**config.mk**
```make
export PLATFORM = sky130hd
export DESIGN_NAME = quota_sng
export DESIGN_NICKNAME = d
export VERILOG_FILES = /design/src/rtl/sc_pkg.sv /design/src/rtl/sc_bit_cmp.sv /design/src/rtl/quota_sng.sv
export SDC_FILE = /design/constraint.sdc
export NUM_CORES = 1
export LEC_CHECK = 0
export ABC_AREA = 1
export CORE_MARGIN = 4
export CORE_UTILIZATION = 45
export DETAILED_ROUTE_END_ITERATION = 16
export GPL_ROUTABILITY_DRIVEN = 0
export PLACE_DENSITY = 0.72
export SLEW_MARGIN = 20
export SYNTH_ARGS = -nofsm -noshare
export SYNTH_HDL_FRONTEND = slang
export SYNTH_SLANG_ARGS = --single-unit
```
**constraint.sdc**
```tcl
create_clock -name clk -period 1.8 [get_ports clk]
set_clock_uncertainty 0.2 [all_clocks]
set_input_delay 0.18 -clock clk [delete_from_list [all_inputs] [get_ports clk]]
set_output_delay 0.18 -clock clk [all_outputs]
set_load 0.1 [all_outputs]
```
**src/rtl/sc_pkg.sv**
```systemverilog
// sc_pkg: shared types, stream length and bit-reversal helper for stochastic-computing lanes
package sc_pkg;
    localparam int SC_BITSTREAM = 64;
    typedef enum logic {SC_UNARY = 1'b0, SC_BITREV = 1'b1} sc_mode_e;
    typedef enum logic {SNG_IDLE = 1'b0, SNG_STREAM = 1'b1} sng_state_e;
    function automatic logic [31:0] sc_bitrev(input logic [31:0] value, input int width);
        logic [31:0] r;
        r = '0;
        for (int i = 0; i < 32; i++)
            if (i < width) r[i[4:0]] = value[5'(width - 1 - i)];
        return r;
    endfunction
endpackage

```
**src/rtl/sc_bit_cmp.sv**
```systemverilog
// sc_bit_cmp: stream bit = (position < quota), position is cnt or its bit-reversal
module sc_bit_cmp
    import sc_pkg::*;
#(
    parameter int W = 6
) (
    input  logic [W-1:0] cnt_i,
    input  logic [W-1:0] quota_i,
    input  sc_mode_e     mode_i,
    output logic         bit_o
);
    logic [W-1:0] pos;
    assign pos   = (mode_i == SC_BITREV) ? W'(sc_bitrev(32'(cnt_i), W)) : cnt_i;
    assign bit_o = pos < quota_i;
endmodule

```
**src/rtl/quota_sng.sv**
```systemverilog
// quota_sng: turns one quota Q per transaction into a BITSTREAM-bit serial stream with exactly Q ones
module quota_sng
    import sc_pkg::*;
#(
    parameter int BITSTREAM = SC_BITSTREAM
) (
    input  logic                         clk,
    input  logic                         rst,
    input  logic                         in_valid,
    output logic                         in_ready,
    input  logic [$clog2(BITSTREAM)-1:0] in_quota,
    input  logic                         in_mode,
    output logic                         out_valid,
    input  logic                         out_ready,
    output logic                         out_bit,
    output logic                         out_first,
    output logic                         out_last
);
    localparam int BS_W = $clog2(BITSTREAM);
    if (BITSTREAM < 2 || (BITSTREAM & (BITSTREAM - 1)) != 0) begin : g_bad_len
        $error("quota_sng: BITSTREAM must be a power of two >= 2");
    end
    sng_state_e      state_q, state_d;
    logic [BS_W-1:0] cnt_q, cnt_d, quota_q, quota_d;
    sc_mode_e        mode_q, mode_d;
    logic            accept, beat, cmp_bit;
    assign out_valid = state_q == SNG_STREAM;
    assign out_first = out_valid && cnt_q == '0;
    assign out_last  = out_valid && &cnt_q;
    assign in_ready  = !rst && (!out_valid || (out_last && out_ready));
    assign accept    = in_valid && in_ready;
    assign beat      = out_valid && out_ready;
    assign out_bit   = out_valid && cmp_bit;
    sc_bit_cmp #(.W(BS_W)) u_cmp (
        .cnt_i   (cnt_q),
        .quota_i (quota_q),
        .mode_i  (mode_q),
        .bit_o   (cmp_bit)
    );
    // an accept on the last beat overrides the return to idle, giving bubble-free streams
    always_comb begin
        state_d = accept ? SNG_STREAM : (beat && out_last) ? SNG_IDLE : state_q;
        cnt_d   = accept ? '0 : beat ? cnt_q + BS_W'(1) : cnt_q;
        quota_d = accept ? in_quota : quota_q;
        mode_d  = accept ? sc_mode_e'(in_mode) : mode_q;
    end
    always_ff @(posedge clk) begin
        if (rst) begin
            state_q <= SNG_IDLE;
            cnt_q   <= '0;
            quota_q <= '0;
            mode_q  <= SC_UNARY;
        end else begin
            state_q <= state_d;
            cnt_q   <= cnt_d;
            quota_q <= quota_d;
            mode_q  <= mode_d;
        end
    end
endmodule

```
==> impl_metrics.json, run 1 <==
{
  "status": "finished with violations",
  "violations": "negative setup slack",
  "via_count": 882,
  "grt_overflow": 0,
  "ff_latch_area_sq_um": 294,
  "port_buffers": 15,
  "hp-start": "in_quota[5]",
  "synthMuxAreaShare_pct": 1.29,
  "htreeDepth": 1,
  "cts_tree": "yes",
  "grt_max_degree": 10,
  "slowest_stage": "dfxtp_4",
  "drive_above_1_share_pct": 43.0,
  "initial_core_util_pct": 49.0,
  "drcViolationCount": 0,
  "rows": 15,
  "preCtsSetupSlack_ns": -0.164,
  "synthSimpleGateAreaFrac_pct": 37.2,
  "die_w_microns": 52.1,
  "synth_top_area_share_pct": 32.1,
  "cellPowerDensity_mw_per_mm2": 566,
  "cap_violations": 0,
  "antenna_found_initial": 0,
  "synth_area_sq_um": 873,
  "cts_sinks": 14,
  "routed_via_density": 5.01,
  "p_leak_nw": 0.593,
  "reg2reg_depth": 10,
  "dr.pass1.iters": 4,
  "hpwl_microns": 1510,
  "min_to": "quota_q[5]",
  "synthesis.instances": 115,
  "slew_headroom_pct": 82.1,
  "yosysWarnings": 0,
  "core_sq_mm": 0.00178,
  "dieArea_sq_mm": 0.00271,
  "setup_tns_ns": -0.416,
  "setup_viol": 2,
  "synth.distinct_cells": 24,
  "grt_pass1_wl_microns": 3910,
  "max_stage_delay_ns": 0.38,
  "stdcell_count": 176,
  "worstPathRequired_ns": 1.42,
  "whs_ns": 0.222,
  "first_global_vias": 929,
  "ys_ff_latch": 14,
  "ys_seq_area_share_pct": 32.1,
  "utilization_pct": 78.2,
  "ioPinCount": 16,
  "max_slew.worst_pin.slew_ns": 0.267,
  "synthTopCellsByArea": "dfxtp_1 32%, nand2_1 10%, ha_1 10%",
  "nets": 170,
  "dp.cells": 167,
  "crit_chain": "nand2_1 -> o21ai_1 -> ha_1 -> a21oi_2 -> o21a_1 -> and3_4 -> buf_12",
  "multiInputGateArea_sq_um": 608,
  "crit_arrival_ns": 1.76,
  "numCtsBuffers": 3,
  "slew_violations": 0,
  "cts_buffer_depth": 2,
  "crit_type": "reg2out",
  "synth_compound_gate_area_share_pct": 7.88,
  "drt_iter0_markers": 8,
  "crit_fanout": 7,
  "synthToLayoutAreaGrowth_pct": 59.7,
  "grt_usage_pct": 19.6,
  "synth_xor_area_share_pct": 4.01,
  "max_clock_freq_mhz": 468,
  "rsz0062_at_grt": "true",
  "cp-end-kind": "output pin",
  "dieHeight_microns": 52.1,
  "peakVddDrop_mv": 0.616,
  "start_kind": "flop",
  "ff2ff_setup_slack_ns": 0.05,
  "min_delay_path_depth": 3,
  "hp-class": "in2reg",
  "ant_nets": 0,
  "r2r-start": "cnt_q[3]",
  "synthAdderAreaFrac_pct": 10.0,
  "hold_violations": 0,
  "fin_crit_ns": 2.14,
  "synth_top_family_by_area": "simple AND/OR/NAND/NOR gates",
  "post_drt_wl_per_cell_microns": 12.4,
  "syn_area_per_cell_sq_um": 7.59,
  "fin_ws_ns": -0.338,
  "yosysTopAreaCell": "dfxtp_1",
  "cts-root-buf": "clkbuf_4",
  "period_share_pct": 119,
  "num-fill-cells": 110,
  "n_antenna_cell": 0,
  "synth_nets": 133,
  "reg2reg_to": "mode_q",
  "wirelength_microns": 2180,
  "clk_latency_ns": 0.29,
  "clk_pin_slew_ns": 0.10
}
placed cells by master (no fill, tap or decap):
cell type        count
inv_1               11
a21oi_4              1
nand2_1             21
nor2_4               1
inv_6                1
and3_4               1
nor3_4               2
mux2_2               1
nor2_1               3
nand3_1             15
a21oi_1              1
o21ai_2              1
buf_12               5
clkdlybuf4s50_1     10
xor2_1               4
dfxtp_1              7
nor3_2               1
buf_4               14
o21ai_1              4
clkbuf_8             1
nor2_2               6
nand2_2              5
clkbuf_4             3
ha_4                 2
buf_6                5
nand3_4              2
ha_1                 5
dfxtp_4              2
nand4_1              2
clkinv_1             1
o21a_1               1
o21ai_0              1
inv_2                1
dfxtp_2              5
nand2_4              2
a21oi_2              2
inv_4                1
cell families (layout without fill, tap and decap cells):
group	Yosys count	count (layout)
XOR/XNOR	4	4
adder cells (fa/ha/maj)	7	7
buffers and inverters	17	53
AND/OR/NAND/NOR	61	61
flip-flops	14	14
multiplexers	1	1
AO/OA/AOI/OAI	11	11
how the worst max path moves through the flow:
stage / from / end / slack, ns
after detailed placement: mode_q / out_bit / -0.16
after floorplan: out_valid / mode_q / -0.17
final: mode_q / out_bit / -0.34
after global placement: mode_q / out_bit / -0.06
after global routing: mode_q / out_bit / -0.41
after CTS: mode_q / out_bit / -0.32
flip-flops by register name, summed over array words and instances (netlist names):
name,flops
mode_q,1
cnt_q,6
out_valid,1
quota_q,6
metrics by stage:
step | instance area, sq um | power (W)
detailed placement | 1240 | 0.000540
global placement | 1240 | 0.000534
floorplan | 921 | 0.000462
finish | 1400 | 0.000789
global route | 1400 | 0.000826
CTS | 1350 | 0.000789
per-layer routing:
metal | up-vias | part of all wire (%) | global-route usage [%]
li1 | 453 | - | -
met5 | - | 0 | 0
met4 | 0 | 1.1 | 6.11
met2 | 16 | 52 | 35.4
met1 | 411 | 42 | 21.9
met3 | 2 | 4.4 | 5.44
cells in the mapped netlist:
master and n:
inv_1 13, nand3_1 15, nand4_1 2, o21ai_0 6, o21a_1 1, mux2_2 1, and3_2 1, nor2_2 7
nor3_2 1, ha_1 7, xor2_1 4, nor2_1 3, nor3_1 2, nand2_2 3, a21oi_1 3, nand2_1 24
clkbuf_1 1, nand2_4 1, a21oi_4 1, nand3_4 2, inv_2 1, clkbuf_2 1, dfxtp_1 14, clkinv_1 1
repair_timing:
action / CTS / global route
endpoints found under the setup margin: 4 / 4
resized for setup: 25 / 8
hold buffers: 0 / 0
buffers inserted: 2 / 5
pin swaps: 7 / 7
area by class of cell:
| class | instances | area share [%] |
|---|---|---|
| inverter | 15 | 4.57 |
| sequential | 14 | 21.1 |
| timing repair buffer | 34 | 25.9 |
| tap | 25 | 2.24 |
| multi-input combinational | 84 | 43.6 |
| clock buffer | 4 | 2.60 |
critical path, delay by kind of cell, from the launching register on:
family / cells / cell delay [ns]
buffers and inverters: 1 / 0.17
adder cells (fa/ha/maj): 1 / 0.33
AO/OA/AOI/OAI: 3 / 0.33
flip-flops: 1 / 0.38
AND/OR/NAND/NOR: 2 / 0.26
where the power goes:
part	internal (W)	total [W]	switching, W
logic	0.0000942	0.000213	0.000119
registers	0.000324	0.000341	0.0000172
clock network	0.000123	0.000235	0.000112
Power figures use the tool's default switching activity.
==> inputs of run 2 (changes only) <==
- CORE_UTILIZATION: 45 -> 54
- DONT_BUFFER_PORTS: not set -> 1
- PLACE_DENSITY: 0.72 -> 0.71
==> run 2 against run 1 <==
  * The run still ends with negative setup slack left
  * Via count shrank 0.91%
  * Maximum frequency about the same
  * Sequential share of layout area increased by 2.4 points
  * Register-to-register slack better by 0.11 ns
  * Non-clock buffer count shrank 9
  * Utilization grew 4.3 points
  * Flip-flop and latch count did not move
  * Die area shrank 14%
  * Power down 8.5%
  * Combinational power decreased by 11%
  * Clock power decreased by 17%
  * Hold slack got worse by 0.21 ns
  * Largest cell class unchanged
==> impl_metrics.json, run 2 (synthesis results as in run 1) <==
{
  "rows": 14,
  "grt_max_degree": 12,
  "grt_pass1_wl_microns": 3480,
  "initial_core_util_pct": 57.3,
  "grt_use_met2_pct": 36.7,
  "rsz0062_at_grt": "true",
  "synthToLayoutAreaGrowth_pct": 44.0,
  "htreeDepth": 1,
  "routed_via_density": 5.53,
  "ff_latch_area_sq_um": 295,
  "fin_crit_ns": 2.14,
  "core_sq_mm": 0.00152,
  "period_share_pct": 119,
  "crit_chain": "nand2_1 -> o21ai_1 -> ha_1 -> a21oi_2 -> o21a_1 -> and3_4 -> buf_12",
  "dieArea_sq_mm": 0.00232,
  "crit_buf_inv": 1,
  "use_met1_pct": 24.7,
  "drcViolationCount": 0,
  "dr.pass1.iters": 4,
  "cts-root-buf": "clkbuf_4",
  "via_count": 874,
  "antenna_found_initial": 0,
  "clk_pin_slew_ns": 0.09,
  "nets": 161,
  "peakVddDrop_mv": 0.478,
  "dieHeight_microns": 48.2,
  "cp-end-kind": "output pin",
  "post_drt_wl_per_cell_microns": 13.6,
  "die_w_microns": 48.2,
  "final_common_cell": "nand2_1",
  "cts_sinks": 14,
  "ant_nets": 0,
  "cts_buffer_depth": 2,
  "n_antenna_cell": 0,
  "hpwl_microns": 1460,
  "slowest_stage": "dfxtp_4",
  "worstPathRequired_ns": 1.42,
  "slew_violations": 0,
  "grt_usage_pct": 21.7,
  "cellPowerDensity_mw_per_mm2": 575,
  "violations": "negative setup slack",
  "utilization_pct": 82.5,
  "cts_tree": "yes",
  "crit_fanout": 4,
  "first_global_vias": 855,
  "setup_tns_ns": -0.450,
  "p_leak_nw": 0.538,
  "drive_above_1_share_pct": 38.7,
  "max_slew.worst_pin.slew_ns": 0.361,
  "grt_overflow": 0,
  "status": "finished with violations",
  "hp-class": "in2reg",
  "wirelength_microns": 2160,
  "numCtsBuffers": 3,
  "busiest_layer": "met2",
  "fin_ws_ns": -0.339,
  "drt_iter0_markers": 25,
  "final_cell_mix": "20 x nand2_1, 15 x nand3_1, 12 x inv_1",
  "cap_violations": 0,
  "clk_latency_ns": 0.28,
  "hold_violations": 0,
  "reg_top3": "cnt_q: 6 flops, quota_q: 6 flops",
  "multiInputGateArea_sq_um": 591,
  "max_stage_delay_ns": 0.37,
  "setup_viol": 2,
  "cp_top_family": "flip-flops",
  "slew_headroom_pct": 75.9,
  "crit_type": "reg2out",
  "num-fill-cells": 94,
  "max_clock_freq_mhz": 468,
  "ioPinCount": 16,
  "start_kind": "flop",
  "crit_arrival_ns": 1.76,
  "met3_usage_pct": 5.90,
  "port_buffers": 0
}
-- run 2: cell count changes in the layout (fill, tap and decap cells not counted), sizes merged --
cell           delta
dlygate4sd3      +10
buf               -9
clkdlybuf4s50    -10
-- run 2: final timing paths --
kind                 to  startpoint  slack, ns  cells after the start
max             out_bit    cnt_q[0]      -0.34                      7
min            cnt_q[0]   out_ready      0.008                      3
max reg2reg      mode_q    cnt_q[1]       0.16                      9
min reg2reg  quota_q[3]  quota_q[3]       0.28                      2
-- run 2: layout make-up --
class                      instances  share of cell area (%)
timing repair buffer              25                    21.2
inverter                          15                    4.68
multi-input combinational         84                    47.0
sequential                        14                    23.5
tap                               16                    1.59
clock buffer                       4                    2.09
-- run 2: report_power, final --
| part | internal (W) | switching (W) |
|---|---|---|
| combinational | 0.0000735 | 0.000115 |
| clock | 0.0000860 | 0.000109 |
| sequential | 0.000323 | 0.0000160 |
-- run 2: worst reg2reg max path, cell delays in order (launching register included) --
cell and delay [ns]:
dfxtp_2 0.35, buf_4 0.12, ha_2 0.18, nand2_4 0.07
inv_4 0.06, nand3_4 0.08, a21oi_4 0.19, buf_4 0.18
nand3_1 0.08, nand2_1 0.07
-- run 2: repair_timing --
| action | in CTS | in global routing |
|---|---|---|
| endpoints found under the hold margin | 9 | 0 |
| gates resized for setup | 11 | 14 |
| hold buffers | 10 | 0 |
| pin swaps | 5 | 12 |
| setup endpoints to repair | 4 | 4 |
| buffers inserted | 0 | 1 |
-- run 2: metrics by stage --
stage | setup slack (ns) | instances | hold WS, ns | power, W | cell area [sq um]
floorplan | -0.167 | 115 | 0.0394 | 0.000462 | 921
global placement | -0.0383 | 143 | 0.0408 | 0.000498 | 1080
global route | -0.397 | 158 | 0.0319 | 0.000751 | 1260
CTS | -0.269 | 157 | 0.0121 | 0.000711 | 1220
detailed placement | -0.101 | 143 | 0.0423 | 0.000503 | 1080
finish | -0.339 | 158 | 0.00771 | 0.000723 | 1260
-- run 2: per-layer routing --
metal	up-vias	wire length, microns
met1	415	863
met4	0	31
li1	429	-
met5	-	0
met3	6	108
met2	24	1150
